$ cat src/rtl/sram2rw_arbiter_if.sv
// Request/response bus and SRAM macro pin bundle for sram2rw_arbiter.
// The arbiter connects through the slave modport; the requester/macro side uses master.
interface sram2rw_arbiter_if #(
  parameter int NREQ   = 4,
  parameter int ADDR_W = 6,
  parameter int DATA_W = 24
);
  logic [NREQ-1:0]        req_valid;
  logic [NREQ-1:0]        req_ready;
  logic [NREQ-1:0]        req_we;
  logic [NREQ*ADDR_W-1:0] req_addr;
  logic [NREQ*DATA_W-1:0] req_wdata;
  logic [NREQ-1:0]        rsp_valid;
  logic [NREQ*DATA_W-1:0] rsp_rdata;

  logic                   sram_csb1;
  logic                   sram_csb2;
  logic                   sram_web1;
  logic                   sram_web2;
  logic                   sram_oeb1;
  logic                   sram_oeb2;
  logic [ADDR_W-1:0]      sram_a1;
  logic [ADDR_W-1:0]      sram_a2;
  logic [DATA_W-1:0]      sram_i1;
  logic [DATA_W-1:0]      sram_i2;
  logic [DATA_W-1:0]      sram_o1;
  logic [DATA_W-1:0]      sram_o2;

  modport slave (
    input  req_valid, req_we, req_addr, req_wdata, sram_o1, sram_o2,
    output req_ready, rsp_valid, rsp_rdata,
    output sram_csb1, sram_csb2, sram_web1, sram_web2, sram_oeb1, sram_oeb2,
    output sram_a1, sram_a2, sram_i1, sram_i2
  );

  modport master (
    output req_valid, req_we, req_addr, req_wdata, sram_o1, sram_o2,
    input  req_ready, rsp_valid, rsp_rdata,
    input  sram_csb1, sram_csb2, sram_web1, sram_web2, sram_oeb1, sram_oeb2,
    input  sram_a1, sram_a2, sram_i1, sram_i2
  );
endinterface

$ cat src/rtl/sram2rw_arbiter.sv
// Round-robin arbiter sharing one 2RW SRAM macro between NREQ requesters.
// Up to two non-conflicting grants per cycle (one per macro port); commands are
// registered onto the macro pins and read data is routed back two edges later.
module sram2rw_arbiter #(
  parameter int NREQ   = 4,
  parameter int ADDR_W = 6,
  parameter int DATA_W = 24
) (
  input logic               clock,
  input logic               reset_n,
  sram2rw_arbiter_if.slave  bus
);

  localparam int IDX_W = $clog2(NREQ);

  // Next round-robin index, wrapping at NREQ (NREQ need not be a power of two).
  function automatic logic [IDX_W-1:0] wrap_inc(input logic [IDX_W-1:0] idx);
    logic [IDX_W-1:0] res;
    if (idx == IDX_W'(NREQ - 1)) begin
      res = '0;
    end else begin
      res = idx + 1'b1;
    end
    return res;
  endfunction

  // Two accesses collide when they hit the same word and either one writes.
  function automatic logic is_conflict(input logic [ADDR_W-1:0] addr_x,
                                       input logic [ADDR_W-1:0] addr_y,
                                       input logic              we_x,
                                       input logic              we_y);
    return (addr_x == addr_y) && (we_x || we_y);
  endfunction

  logic [IDX_W-1:0]  ptr_q, ptr_d;
  logic [ADDR_W-1:0] addr_s     [NREQ];
  logic [DATA_W-1:0] wdata_s    [NREQ];
  logic [IDX_W-1:0]  scan_idx_s [NREQ];
  logic              gnt1_s, gnt2_s;
  logic [IDX_W-1:0]  idx1_s, idx2_s;
  logic [NREQ-1:0]   ready_s;
  logic [1:0]        gnt_s;
  logic [IDX_W-1:0]  gidx_s     [2];

  // Issue stage (index 0 = macro port 1, index 1 = macro port 2)
  logic [1:0]        csb_q, csb_d, web_q, web_d, oeb_q, oeb_d;
  logic [1:0]        iv_q, iv_d, ird_q, ird_d;
  logic [ADDR_W-1:0] a_q   [2];
  logic [ADDR_W-1:0] a_d   [2];
  logic [DATA_W-1:0] i_q   [2];
  logic [DATA_W-1:0] i_d   [2];
  logic [IDX_W-1:0]  iid_q [2];
  logic [IDX_W-1:0]  iid_d [2];

  // Response stage
  logic [1:0]        rv_q, rrd_q;
  logic [IDX_W-1:0]  rid_q [2];

  logic [DATA_W-1:0]      sram_o_s    [2];
  logic [DATA_W-1:0]      rdata_arr_s [NREQ];
  logic [NREQ-1:0]        rsp_valid_s;
  logic [NREQ*DATA_W-1:0] rsp_rdata_s;

  assign sram_o_s[0] = bus.sram_o1;
  assign sram_o_s[1] = bus.sram_o2;

  // Unpack the flat request buses and build the scan order starting at ptr.
  always_comb begin
    for (int i = 0; i < NREQ; i++) begin
      addr_s[i]     = bus.req_addr[i*ADDR_W +: ADDR_W];
      wdata_s[i]    = bus.req_wdata[i*DATA_W +: DATA_W];
      scan_idx_s[i] = IDX_W'((int'(ptr_q) + i) % NREQ);
    end
  end

  // Scan from ptr: first valid wins port 1, next non-conflicting valid wins port 2.
  always_comb begin
    gnt1_s  = 1'b0;
    gnt2_s  = 1'b0;
    idx1_s  = '0;
    idx2_s  = '0;
    ready_s = '0;
    for (int k = 0; k < NREQ; k++) begin
      if (bus.req_valid[scan_idx_s[k]]) begin
        if (!gnt1_s) begin
          gnt1_s = 1'b1;
          idx1_s = scan_idx_s[k];
        end else if (!gnt2_s &&
                     !is_conflict(addr_s[scan_idx_s[k]], addr_s[idx1_s],
                                  bus.req_we[scan_idx_s[k]], bus.req_we[idx1_s])) begin
          gnt2_s = 1'b1;
          idx2_s = scan_idx_s[k];
        end else begin
        end
      end else begin
      end
    end
    if (gnt1_s) begin
      ready_s[idx1_s] = 1'b1;
    end else begin
    end
    if (gnt2_s) begin
      ready_s[idx2_s] = 1'b1;
    end else begin
    end
  end

  assign bus.req_ready = reset_n ? ready_s : '0;
  assign gnt_s         = {gnt2_s, gnt1_s};
  assign gidx_s[0]     = idx1_s;
  assign gidx_s[1]     = idx2_s;

  // Pointer moves just past the last requester granted this cycle; holds when idle.
  always_comb begin
    if (gnt2_s) begin
      ptr_d = wrap_inc(idx2_s);
    end else if (gnt1_s) begin
      ptr_d = wrap_inc(idx1_s);
    end else begin
      ptr_d = ptr_q;
    end
  end

  // Round-robin pointer register.
  always_ff @(posedge clock or negedge reset_n) begin
    if (!reset_n) begin
      ptr_q <= '0;
    end else begin
      ptr_q <= ptr_d;
    end
  end

  // Per-port command decode; A and I hold when the port idles (I also holds on reads).
  always_comb begin
    for (int p = 0; p < 2; p++) begin
      csb_d[p] = 1'b1;
      web_d[p] = 1'b1;
      oeb_d[p] = 1'b1;
      a_d[p]   = a_q[p];
      i_d[p]   = i_q[p];
      iv_d[p]  = gnt_s[p];
      ird_d[p] = 1'b0;
      iid_d[p] = iid_q[p];
      if (gnt_s[p]) begin
        csb_d[p] = 1'b0;
        a_d[p]   = addr_s[gidx_s[p]];
        iid_d[p] = gidx_s[p];
        if (bus.req_we[gidx_s[p]]) begin
          web_d[p] = 1'b0;
          i_d[p]   = wdata_s[gidx_s[p]];
        end else begin
          oeb_d[p] = 1'b0;
          ird_d[p] = 1'b1;
        end
      end else begin
      end
    end
  end

  // Issue stage registers drive the macro pins directly.
  always_ff @(posedge clock or negedge reset_n) begin
    if (!reset_n) begin
      csb_q <= 2'b11;
      web_q <= 2'b11;
      oeb_q <= 2'b11;
      iv_q  <= 2'b00;
      ird_q <= 2'b00;
      for (int p = 0; p < 2; p++) begin
        a_q[p]   <= '0;
        i_q[p]   <= '0;
        iid_q[p] <= '0;
      end
    end else begin
      csb_q <= csb_d;
      web_q <= web_d;
      oeb_q <= oeb_d;
      iv_q  <= iv_d;
      ird_q <= ird_d;
      for (int p = 0; p < 2; p++) begin
        a_q[p]   <= a_d[p];
        i_q[p]   <= i_d[p];
        iid_q[p] <= iid_d[p];
      end
    end
  end

  // Response stage: delay valid/read/id by the macro's one-edge read latency.
  always_ff @(posedge clock or negedge reset_n) begin
    if (!reset_n) begin
      rv_q  <= 2'b00;
      rrd_q <= 2'b00;
      for (int p = 0; p < 2; p++) begin
        rid_q[p] <= '0;
      end
    end else begin
      rv_q  <= iv_q;
      rrd_q <= ird_q;
      for (int p = 0; p < 2; p++) begin
        rid_q[p] <= iid_q[p];
      end
    end
  end

  // Route each port's macro output to the requester owning the pending read.
  always_comb begin
    rsp_valid_s = '0;
    for (int i = 0; i < NREQ; i++) begin
      rdata_arr_s[i] = '0;
    end
    for (int p = 0; p < 2; p++) begin
      if (rv_q[p] && rrd_q[p]) begin
        rsp_valid_s[rid_q[p]] = 1'b1;
        rdata_arr_s[rid_q[p]] = sram_o_s[p];
      end else begin
      end
    end
  end

  // Pack per-requester read data onto the flat response bus.
  always_comb begin
    rsp_rdata_s = '0;
    for (int i = 0; i < NREQ; i++) begin
      rsp_rdata_s[i*DATA_W +: DATA_W] = rdata_arr_s[i];
    end
  end

  assign bus.rsp_valid = rsp_valid_s;
  assign bus.rsp_rdata = rsp_rdata_s;
  assign bus.sram_csb1 = csb_q[0];
  assign bus.sram_csb2 = csb_q[1];
  assign bus.sram_web1 = web_q[0];
  assign bus.sram_web2 = web_q[1];
  assign bus.sram_oeb1 = oeb_q[0];
  assign bus.sram_oeb2 = oeb_q[1];
  assign bus.sram_a1   = a_q[0];
  assign bus.sram_a2   = a_q[1];
  assign bus.sram_i1   = i_q[0];
  assign bus.sram_i2   = i_q[1];

endmodule

$ cat src/flat_wrapper.sv
// flat-port wrapper written by rule: the top's interface ports become plain ports
module sram2rw_arbiter_flat 
#(
  parameter int NREQ   = 4,
  parameter int ADDR_W = 6,
  parameter int DATA_W = 24
)
  (clock, reset_n, bus_req_valid, bus_req_we, bus_req_addr, bus_req_wdata, bus_sram_o1, bus_sram_o2, bus_req_ready, bus_rsp_valid, bus_rsp_rdata, bus_sram_csb1, bus_sram_csb2, bus_sram_web1, bus_sram_web2, bus_sram_oeb1, bus_sram_oeb2, bus_sram_a1, bus_sram_a2, bus_sram_i1, bus_sram_i2);
  sram2rw_arbiter_if #(.NREQ(NREQ), .ADDR_W(ADDR_W), .DATA_W(DATA_W)) bus_i ();
  input logic clock;
  input logic reset_n;
  input wire logic [$bits(bus_i.req_valid)-1:0] bus_req_valid;
  input wire logic [$bits(bus_i.req_we)-1:0] bus_req_we;
  input wire logic [$bits(bus_i.req_addr)-1:0] bus_req_addr;
  input wire logic [$bits(bus_i.req_wdata)-1:0] bus_req_wdata;
  input wire logic [$bits(bus_i.sram_o1)-1:0] bus_sram_o1;
  input wire logic [$bits(bus_i.sram_o2)-1:0] bus_sram_o2;
  output wire logic [$bits(bus_i.req_ready)-1:0] bus_req_ready;
  output wire logic [$bits(bus_i.rsp_valid)-1:0] bus_rsp_valid;
  output wire logic [$bits(bus_i.rsp_rdata)-1:0] bus_rsp_rdata;
  output wire logic [$bits(bus_i.sram_csb1)-1:0] bus_sram_csb1;
  output wire logic [$bits(bus_i.sram_csb2)-1:0] bus_sram_csb2;
  output wire logic [$bits(bus_i.sram_web1)-1:0] bus_sram_web1;
  output wire logic [$bits(bus_i.sram_web2)-1:0] bus_sram_web2;
  output wire logic [$bits(bus_i.sram_oeb1)-1:0] bus_sram_oeb1;
  output wire logic [$bits(bus_i.sram_oeb2)-1:0] bus_sram_oeb2;
  output wire logic [$bits(bus_i.sram_a1)-1:0] bus_sram_a1;
  output wire logic [$bits(bus_i.sram_a2)-1:0] bus_sram_a2;
  output wire logic [$bits(bus_i.sram_i1)-1:0] bus_sram_i1;
  output wire logic [$bits(bus_i.sram_i2)-1:0] bus_sram_i2;
  assign bus_i.req_valid = bus_req_valid;
  assign bus_i.req_we = bus_req_we;
  assign bus_i.req_addr = bus_req_addr;
  assign bus_i.req_wdata = bus_req_wdata;
  assign bus_i.sram_o1 = bus_sram_o1;
  assign bus_i.sram_o2 = bus_sram_o2;
  assign bus_req_ready = bus_i.req_ready;
  assign bus_rsp_valid = bus_i.rsp_valid;
  assign bus_rsp_rdata = bus_i.rsp_rdata;
  assign bus_sram_csb1 = bus_i.sram_csb1;
  assign bus_sram_csb2 = bus_i.sram_csb2;
  assign bus_sram_web1 = bus_i.sram_web1;
  assign bus_sram_web2 = bus_i.sram_web2;
  assign bus_sram_oeb1 = bus_i.sram_oeb1;
  assign bus_sram_oeb2 = bus_i.sram_oeb2;
  assign bus_sram_a1 = bus_i.sram_a1;
  assign bus_sram_a2 = bus_i.sram_a2;
  assign bus_sram_i1 = bus_i.sram_i1;
  assign bus_sram_i2 = bus_i.sram_i2;
  sram2rw_arbiter #(.NREQ(NREQ), .ADDR_W(ADDR_W), .DATA_W(DATA_W)) u_core (.clock(clock), .reset_n(reset_n), .bus(bus_i));
endmodule
$ cat config.mk
export PLATFORM = sky130hd
export DESIGN_NAME = sram2rw_arbiter_flat
export DESIGN_NICKNAME = d
export VERILOG_FILES = /design/src/rtl/sram2rw_arbiter_if.sv /design/src/rtl/sram2rw_arbiter.sv /design/src/flat_wrapper.sv
export SDC_FILE = /design/constraint.sdc
export NUM_CORES = 1
export LEC_CHECK = 0
export ABC_CLOCK_PERIOD_IN_PS = 8590
export CAP_MARGIN = 0
export CORE_MARGIN = 2
export CORE_UTILIZATION = 46
export CTS_BUF_LIST = sky130_fd_sc_hd__clkbuf_2 sky130_fd_sc_hd__clkbuf_4 sky130_fd_sc_hd__clkbuf_8
export CTS_CLUSTER_DIAMETER = 100
export DETAILED_ROUTE_END_ITERATION = 10
export MAX_ROUTING_LAYER = met4
export PLACE_DENSITY = 0.85
export SLEW_MARGIN = 20
export SYNTH_ARGS = -nofsm -noshare
export SYNTH_HDL_FRONTEND = slang
export SYNTH_SLANG_ARGS = --single-unit
$ cat constraint.sdc
create_clock -name clock -period 8.59 [get_ports clock]
set_input_delay 1.718 -clock clock [delete_from_list [all_inputs] [get_ports clock]]
set_output_delay 1.718 -clock clock [all_outputs]
set_load 0.005 [all_outputs]
---- After elaboration in Yosys (flattened, before gate mapping) ----
Cells that the tools add are included.
word-level totals
  memories ................................ 0
  register bits ........................... 84
  RAM bits ................................ 0
  memory bits (read-only) ................. 0
  latch bits .............................. 0
  word-level logic and storage cells ...... 208
  output and inout bits ................... 170
  input port bits ......................... 178
operators by class
  add/sub/neg operators ................... 5
  multiply operators ...................... 0
  order comparisons ....................... 27
  muxes and demuxes ....................... 119
  divide/modulo/power cells ............... 0
  equality and inequality tests ........... 5
  shifts and indexed selects .............. 0
  bitwise operators ....................... 13
  reductions and logical operators ........ 23
operator list
  cell                                                                           number
  96-bit two-way mux                                                             2
  24-bit two-way mux                                                             6
  96-bit AND                                                                     1
  24-bit binary-select mux with 2-bit select                                     2
  6-bit binary-select mux with 2-bit select                                      8
  96-bit bitwise mux                                                             1
  24-bit demux with 2-bit select                                                 2
  6-bit two-way mux                                                              16
  1-bit two-way mux                                                              41
  2-bit two-way mux                                                              20
  2-bit by 3-bit less-than comparator with 1-bit output (second input constant)  11
  3-bit >= comparator (second input constant)                                    10
  2-bit NOT with 3-bit output                                                    10
  1-bit binary-select mux with 2-bit select                                      12
  4-bit two-way mux                                                              5
  6-bit == test                                                                  3
  1-bit logical AND                                                              13
  1-bit demux with 2-bit select                                                  4
  2-bit by 1-bit >= comparator with 1-bit output (second input constant)         4
  4-bit bitwise OR                                                               2
  2-bit by 1-bit adder with 2-bit output (second input constant)                 3
  3-bit by 1-bit less-than comparator with 1-bit output (second input constant)  2
  2-bit adder (second input constant)                                            2
  2-bit == test (second input constant)                                          2
  other kinds (4)                                                                10

---- Logic depth before layout (Yosys ltp) ----
  depth after elaboration ................. 29
  mapped depth ............................ 26
  gate-level depth less buffers ........... 18

---- Least setup slack after synthesis ----
No wires, ideal clock.
  path kind ............................... input to output
  start ................................... input bus_req_valid[2]
  end ..................................... output bus_req_ready[0]
  path buffers ............................ 2
  arrival time ............................ 5.490 ns
  stages on the path ...................... 19
  data required time ...................... 6.872 ns
  slack ................................... 1.382 ns
  path through ............................ or2b_4 -> a21oi_2 -> o21bai_1 -> ha_1 -> buf_2 -> nand3b_1 -> a221oi_1 -> a211oi_4 -> mux2i_1 -> xor2_1 -> nor4_4 -> a21oi_2 -> a21oi_1 -> o21ai_2 -> inv_2 -> clkbuf_1 -> ha_1 -> a22oi_1 -> nor2b_1
between the ends
  word-level cells in the longest chain between the ends .. 29
  elaborated cells between the ends (all ways) .. 84
  classes of those cells .................. 4 x order compare; 3 x eq/ne; 59 x mux; 4 x bitwise; 14 x reduce/logical
RTL lines
  what                                                                                                                                           RTL line                source
  start, declared                                                                                                                                flat_wrapper.sv:12      input wire logic [$bits(bus_i.req_valid)-1:0] bus_req_valid;
  1-bit binary-select mux with 2-bit select                                                                                                      sram2rw_arbiter.sv:84   if (bus.req_valid[scan_idx_s[k]]) begin
  1-bit two-way mux (not written as such)                                                                                                        sram2rw_arbiter.sv:84
  2-bit two-way mux                                                                                                                              sram2rw_arbiter.sv:84
  2-bit NOT with 3-bit output (not written as such)                                                                                              sram2rw_arbiter.sv:89   !is_conflict(addr_s[scan_idx_s[k]], addr_s[idx1_s],
  6-bit binary-select mux with 2-bit select                                                                                                      sram2rw_arbiter.sv:89
  6-bit two-way mux (not written as such) (2 in a row)                                                                                           sram2rw_arbiter.sv:89
  6-bit == test                                                                                                                                  sram2rw_arbiter.sv:32   return (addr_x == addr_y) && (we_x || we_y);
  1-bit logical AND                                                                                                                              sram2rw_arbiter.sv:32
  (+13 left out)                                                                                                                                 --
  via u_core.idx2_s[0]                                                                                                                           sram2rw_arbiter.sv:40   logic [IDX_W-1:0] idx1_s, idx2_s;
  2-bit by 3-bit less-than comparator with 1-bit output (not written as such) or 2-bit by 1-bit >= comparator with 1-bit output (tied branches)  sram2rw_arbiter.sv:103  ready_s[idx2_s] = 1'b1;
  1-bit logical AND (not written as such)                                                                                                        sram2rw_arbiter.sv:103
  1-bit two-way mux (not written as such)                                                                                                        sram2rw_arbiter.sv:103
  1-bit demux with 2-bit select *                                                                                                                --
  4-bit bitwise OR (no source line) *                                                                                                            --
  4-bit two-way mux *                                                                                                                            sram2rw_arbiter.sv:102  if (gnt2_s) begin
  4-bit two-way mux *                                                                                                                            sram2rw_arbiter.sv:108  assign bus.req_ready = reset_n ? ready_s : '0;
  end, declared                                                                                                                                  flat_wrapper.sv:18      output wire logic [$bits(bus_i.req_ready)-1:0] bus_req_ready;
Mark *: on every way through the listed nets, which the timed path passes. The rest lies on a longest branch. The select of a mux whose other input is x is not followed.

---- Final worst setup path ----
  start ................................... input bus_req_valid[2]
  end ..................................... output bus_req_ready[1]
between the ends
  word-level cells in the longest chain between the ends .. 29
  elaborated cells between the ends (all ways) .. 84
  classes of those cells .................. 4 x order compare; 3 x eq/ne; 59 x mux; 4 x bitwise; 14 x reduce/logical
RTL lines
  what                                                                                                                                           RTL line
  1-bit binary-select mux with 2-bit select                                                                                                      sram2rw_arbiter.sv:84
  1-bit two-way mux (not written as such)                                                                                                        sram2rw_arbiter.sv:84
  2-bit two-way mux                                                                                                                              sram2rw_arbiter.sv:84
  2-bit NOT with 3-bit output (not written as such)                                                                                              sram2rw_arbiter.sv:89
  6-bit binary-select mux with 2-bit select                                                                                                      sram2rw_arbiter.sv:89
  6-bit two-way mux (not written as such) (2 in a row)                                                                                           sram2rw_arbiter.sv:89
  6-bit == test                                                                                                                                  sram2rw_arbiter.sv:32
  1-bit logical AND                                                                                                                              sram2rw_arbiter.sv:32
  (+12 left out)                                                                                                                                 --
  2-bit two-way mux                                                                                                                              sram2rw_arbiter.sv:84
  2-bit by 3-bit less-than comparator with 1-bit output (not written as such) or 2-bit by 1-bit >= comparator with 1-bit output (tied branches)  sram2rw_arbiter.sv:103
  1-bit logical AND (not written as such)                                                                                                        sram2rw_arbiter.sv:103
  1-bit two-way mux (not written as such)                                                                                                        sram2rw_arbiter.sv:103
  1-bit demux with 2-bit select                                                                                                                  --
  4-bit bitwise OR (no source line)                                                                                                              --
  4-bit two-way mux *                                                                                                                            sram2rw_arbiter.sv:102
  4-bit two-way mux *                                                                                                                            sram2rw_arbiter.sv:108
Mark *: on every way between the ends. The rest lies on a longest branch, timed or not. The select of a mux whose other input is x is not followed.

==> results.txt <==
The final net count is 1,446. Detailed routing inserted a total of 9,020 vias. STA classifies the critical path endpoint as an output port. Synthesis produced a netlist whose cell count is 956. The number of slew-limit violations in the final report came out at 0.

At the end of the flow the core is filled with cells to 0.671. The multi-input logic area came out at 6050 µm². After synthesis the cells add up to 8610 µm².

At the end of routability-driven placement, the weighted congestion stood at 0.969. The slew at the pin closest to its max-slew limit is 1.10 ns. The fraction of power spent switching nets is 0.432.

In the final layout, the share of cells above drive strength 1 is 0.137. The shortest clock period the worst path allows after layout came out at 7.99 ns. The count of fill cells added during filler insertion is 1,481. Static timing analysis puts the maximum clock frequency at 125 MHz.

Headroom to the max-slew limit came out at 0.264. Between clock sinks in the finished design, the worst skew comes to 0.0214 ns. During I/O placement, the number of pins put on the boundary was 348.

Synthesis instantiated 77 different standard cells from the library. Counting flops with a built-in enable in the synthesized netlist gives 0. Setup repair after global routing left no endpoint under its margin. In this run the mean area of a mapped cell was 9.01 µm². Clock-pin slew was measured on the worst setup and hold paths at 0.07 ns. In this run the power density over the cells is 397 nW/µm². The Yosys warning count is 0. The area of the die came out at 19,800 µm². Clock tree synthesis selected as its root buffer the cell clkbuf_8. The worst hold path stage count is 0.

The number of buffer cells added on primary ports is 347. The flop and latch count out of synthesis came out at 84. For the final routed database, the setup TNS stands at 0 ns. The via count of the first global-routing pass came out at 8,906. The floorplan has 50 rows. The clock share of power is 0.064. The final global-route overflow total is 0. The area occupied by registers is 2110 µm². Data on the critical path is required at its endpoint by 6.87 ns.

Setup violations remaining at the end of the flow were counted as 0. The effective utilization at floorplan came out at 0.465. In this run the worst setup path begins at bus_req_valid[2]. The global-route wire length before repair is 49.6 mm. The net count after synthesis is 1,143.

The number of design rule violations left after detail routing is 0. The path class of the tightest hold or removal check is flip-flop to flip-flop. Wires add up to 31.9 mm. The share of total power dissipated in combinational logic is 0.782. The clock passes through at most 2 buffers. The routed wire length per instance is 21.3 µm.

The post-CTS resize count is 0. The minimum setup slack after placement is 0.670 ns. The HPWL after detailed placement came out at 23.7 mm. After clock tree synthesis, the flow added hold-fix buffers numbering 0. The worst path arrival time is 6.27 ns. The first-iteration detailed-routing DRC count came out at 704. The largest net degree at the start of global routing is 63.

The clock latency at the later pin of the worst-skew pair came out at 0.36 ns. The area inside the core boundary is 18,500 µm². The maximum fanout encountered on the critical timing path came out at 8.

TritonCTS built the clock tree. The design draws 4.93 mW. In this run the remaining antenna-violating nets after routing total 0. Max-cap violations in this run came to 0.

The post-route non-filler standard cell count came out at 1,501. The worst hold path begins at u_core.iv_q[1]. The sequential fraction of the synthesis area is 0.245. The number of buffers created by CTS is 9. The number of antenna violations at the first check in global routing is 3. The analysis attributes to net switching a power of 2.13 mW. The depth of the CTS H-tree is 3. In this run the critical register-to-register path is launched from u_core.ptr_q[0]. STA classifies the critical path startpoint as a primary input. The number of detailed-routing iterations run before antenna repair is 5.

The worst-case IR drop observed on VDD is 0.436 mV. The final clock period utilization by the worst path is 0.930. Of the total power, registers draw 0.154. The placed instance count came out at 1,482. The worst path setup slack after routing is 0.598 ns. The final count of hold timing violations came out at 0.

The number of vias per cell came out at 6.01. After synthesis, the share of flip-flops with an asynchronous set or reset is 1.00. The overall fraction of global-route tracks in use is 0.324. The number of sinks handled by clock tree synthesis is 84. The dominant synthesized flop cell is dfrtp_1.

The internal power contribution is 2.80 mW. From synthesis to final layout, the design area changed by 44.2%. The die outline width is 141 µm. The analysis attributes to cell leakage a power of 5.11 nW. The die outline height is 141 µm. The critical path in this run is classified as primary input to output port. The worst-case reg-to-reg path depth is 18.

Once the clock tree was built, the setup fixing pass inserted 0 buffers. The flow ran to the end, and the final reports show no timing, DRC or antenna violations.
-- final timing paths --
check | endpoint | slack [ns]
hold reg to reg | u_core.rv_q[1] | 0.35
min in group asynchronous | u_core.bus.sram_i2[16] | 1.34
setup / recovery | bus_req_ready[1] | 0.60
setup reg to reg | u_core.bus.sram_i2[11] | 2.68
hold / removal | u_core.rv_q[1] | 0.35
max in group asynchronous | u_core.bus.sram_a1[4] | 6.19
-- logic make-up (layout without fill, tap and decap cells) --
| family | Yosys count | in the layout | share of synthesized area |
|---|---|---|---|
| other cells | 0 | 4 | 0 |
| compound gates | 222 | 222 | 0.167 |
| buf+inv | 99 | 406 | 0.0573 |
| mux | 230 | 230 | 0.348 |
| xor+xnor | 17 | 17 | 0.0173 |
| fa+ha+maj | 9 | 9 | 0.0131 |
| flops | 84 | 84 | 0.245 |
| simple gates | 295 | 295 | 0.153 |
-- through the flow --
stage,hold slack [ns],cell area (µm²)
after floorplan,0.331,8610
after global placement,0.334,12200
after detailed placement,0.336,12200
after CTS,0.353,12400
after global routing,0.354,12400
final,0.349,12400
-- registers in the layout, summed over array words and instances, names as in the netlist --
| register | cells |
|---|---|
| u_core.bus.sram_a1 | 6 |
| u_core.web_q | 2 |
| u_core.iv_q | 2 |
| u_core.rv_q | 2 |
| u_core.bus.sram_i2 | 24 |
| u_core.csb_q | 2 |
| u_core.iid_q | 4 |
| u_core.rid_q | 4 |
| u_core.ptr_q | 2 |
| u_core.rrd_q | 2 |
| u_core.oeb_q | 2 |
| u_core.bus.sram_a2 | 6 |
| u_core.ird_q | 2 |
| u_core.bus.sram_i1 | 24 |
-- routing by layer --
| metal | track usage | wire length [µm] | share of wire |
|---|---|---|---|
| met1 | 0.383 | 12100 | 0.38 |
| met2 | 0.546 | 16000 | 0.50 |
| met3 | 0.0608 | 2600 | 0.081 |
| met4 | 0.134 | 1250 | 0.039 |
| met5 | - | 0 | 0 |
-- worst max-delay path, stage by stage --
cell	delay, ns
clkdlybuf4s50_1	0.47
or2b_4	0.28
a21oi_2	0.15
o21bai_1	0.13
ha_1	0.26
or3b_1	0.21
and4_1	0.46
mux2_1	0.36
a22oi_1	0.15
nand4_1	0.11
nand4bb_4	0.28
a31oi_1	0.18
a21boi_0	0.34
o21ai_4	0.12
inv_1	0.10
ha_1	0.14
a22oi_1	0.07
nor2b_1	0.14
clkdlybuf4s50_1	0.62
-- power groups by stage --
| stage | clock network (mW) | logic (mW) | registers (mW) |
|---|---|---|---|
| 2_1_floorplan | 0 | 2.62 | 0.734 |
| 3_3_place_gp | 0 | 3.77 | 0.751 |
| 3_5_place_dp | 0 | 3.85 | 0.759 |
| 4_1_cts | 0.321 | 3.86 | 0.757 |
| 5_1_grt | 0.337 | 4.15 | 0.783 |
| 6_report | 0.315 | 3.86 | 0.758 |
-- area by class of cell --
class                   count  share of cell area
repair buffers            372               0.295
flip-flops and latches     84               0.170
well taps                 234              0.0236
clock inverters             4             0.00594
clock buffers              11              0.0117
diodes                      4            0.000806
inverters                  19             0.00574
multi-input cells         773               0.488
-- cell usage after synthesis, types with 5 or more instances --
cell type  count  area, µm²
ha_1           9        113
a22oi_1        5       37.5
mux2_2        39        439
xnor2_1        8       70.1
mux2i_1      128       1280
nand2_1      198        743
inv_1         14       52.6
clkbuf_1      48        180
a21oi_1      104        521
dfstp_2        6        158
o211ai_1       7       52.6
nor2b_1       11       68.8
mux4_2        41        923
dfrtp_1       78       1950
buf_2         14       70.1
a22o_1        24        210
o21ai_0       28        140
a211oi_1       9       67.6
or3_1          5       31.3
mux2_4        19        285
xor2_1         9       78.8
nand3_1        8       40.0
nor3_1        15       75.1
nor2_1        28        105
buf_6          7       78.8
-- cell usage in the layout (no fill, tap or decap), types with 5 or more instances in the layout --
| cell | n |
|---|---|
| clkdlybuf4s50_1 | 346 |
| nand2_1 | 198 |
| mux2i_1 | 128 |
| a21oi_1 | 102 |
| dfrtp_1 | 76 |
| mux4_2 | 41 |
| mux2_2 | 39 |
| nor2_1 | 28 |
| o21ai_0 | 28 |
| buf_4 | 26 |
| a22o_1 | 24 |
| mux2_4 | 19 |
| inv_1 | 14 |
| nor3_1 | 14 |
| nor2b_1 | 11 |
| clkbuf_8 | 10 |
| xor2_1 | 9 |
| a211oi_1 | 9 |
| ha_1 | 9 |
| nand3_1 | 8 |
| xnor2_1 | 8 |
| o211ai_1 | 7 |
| dfstp_2 | 6 |
| a21oi_2 | 5 |
| or3_1 | 5 |
| a22oi_1 | 5 |
(Power assumes the default switching activity.)
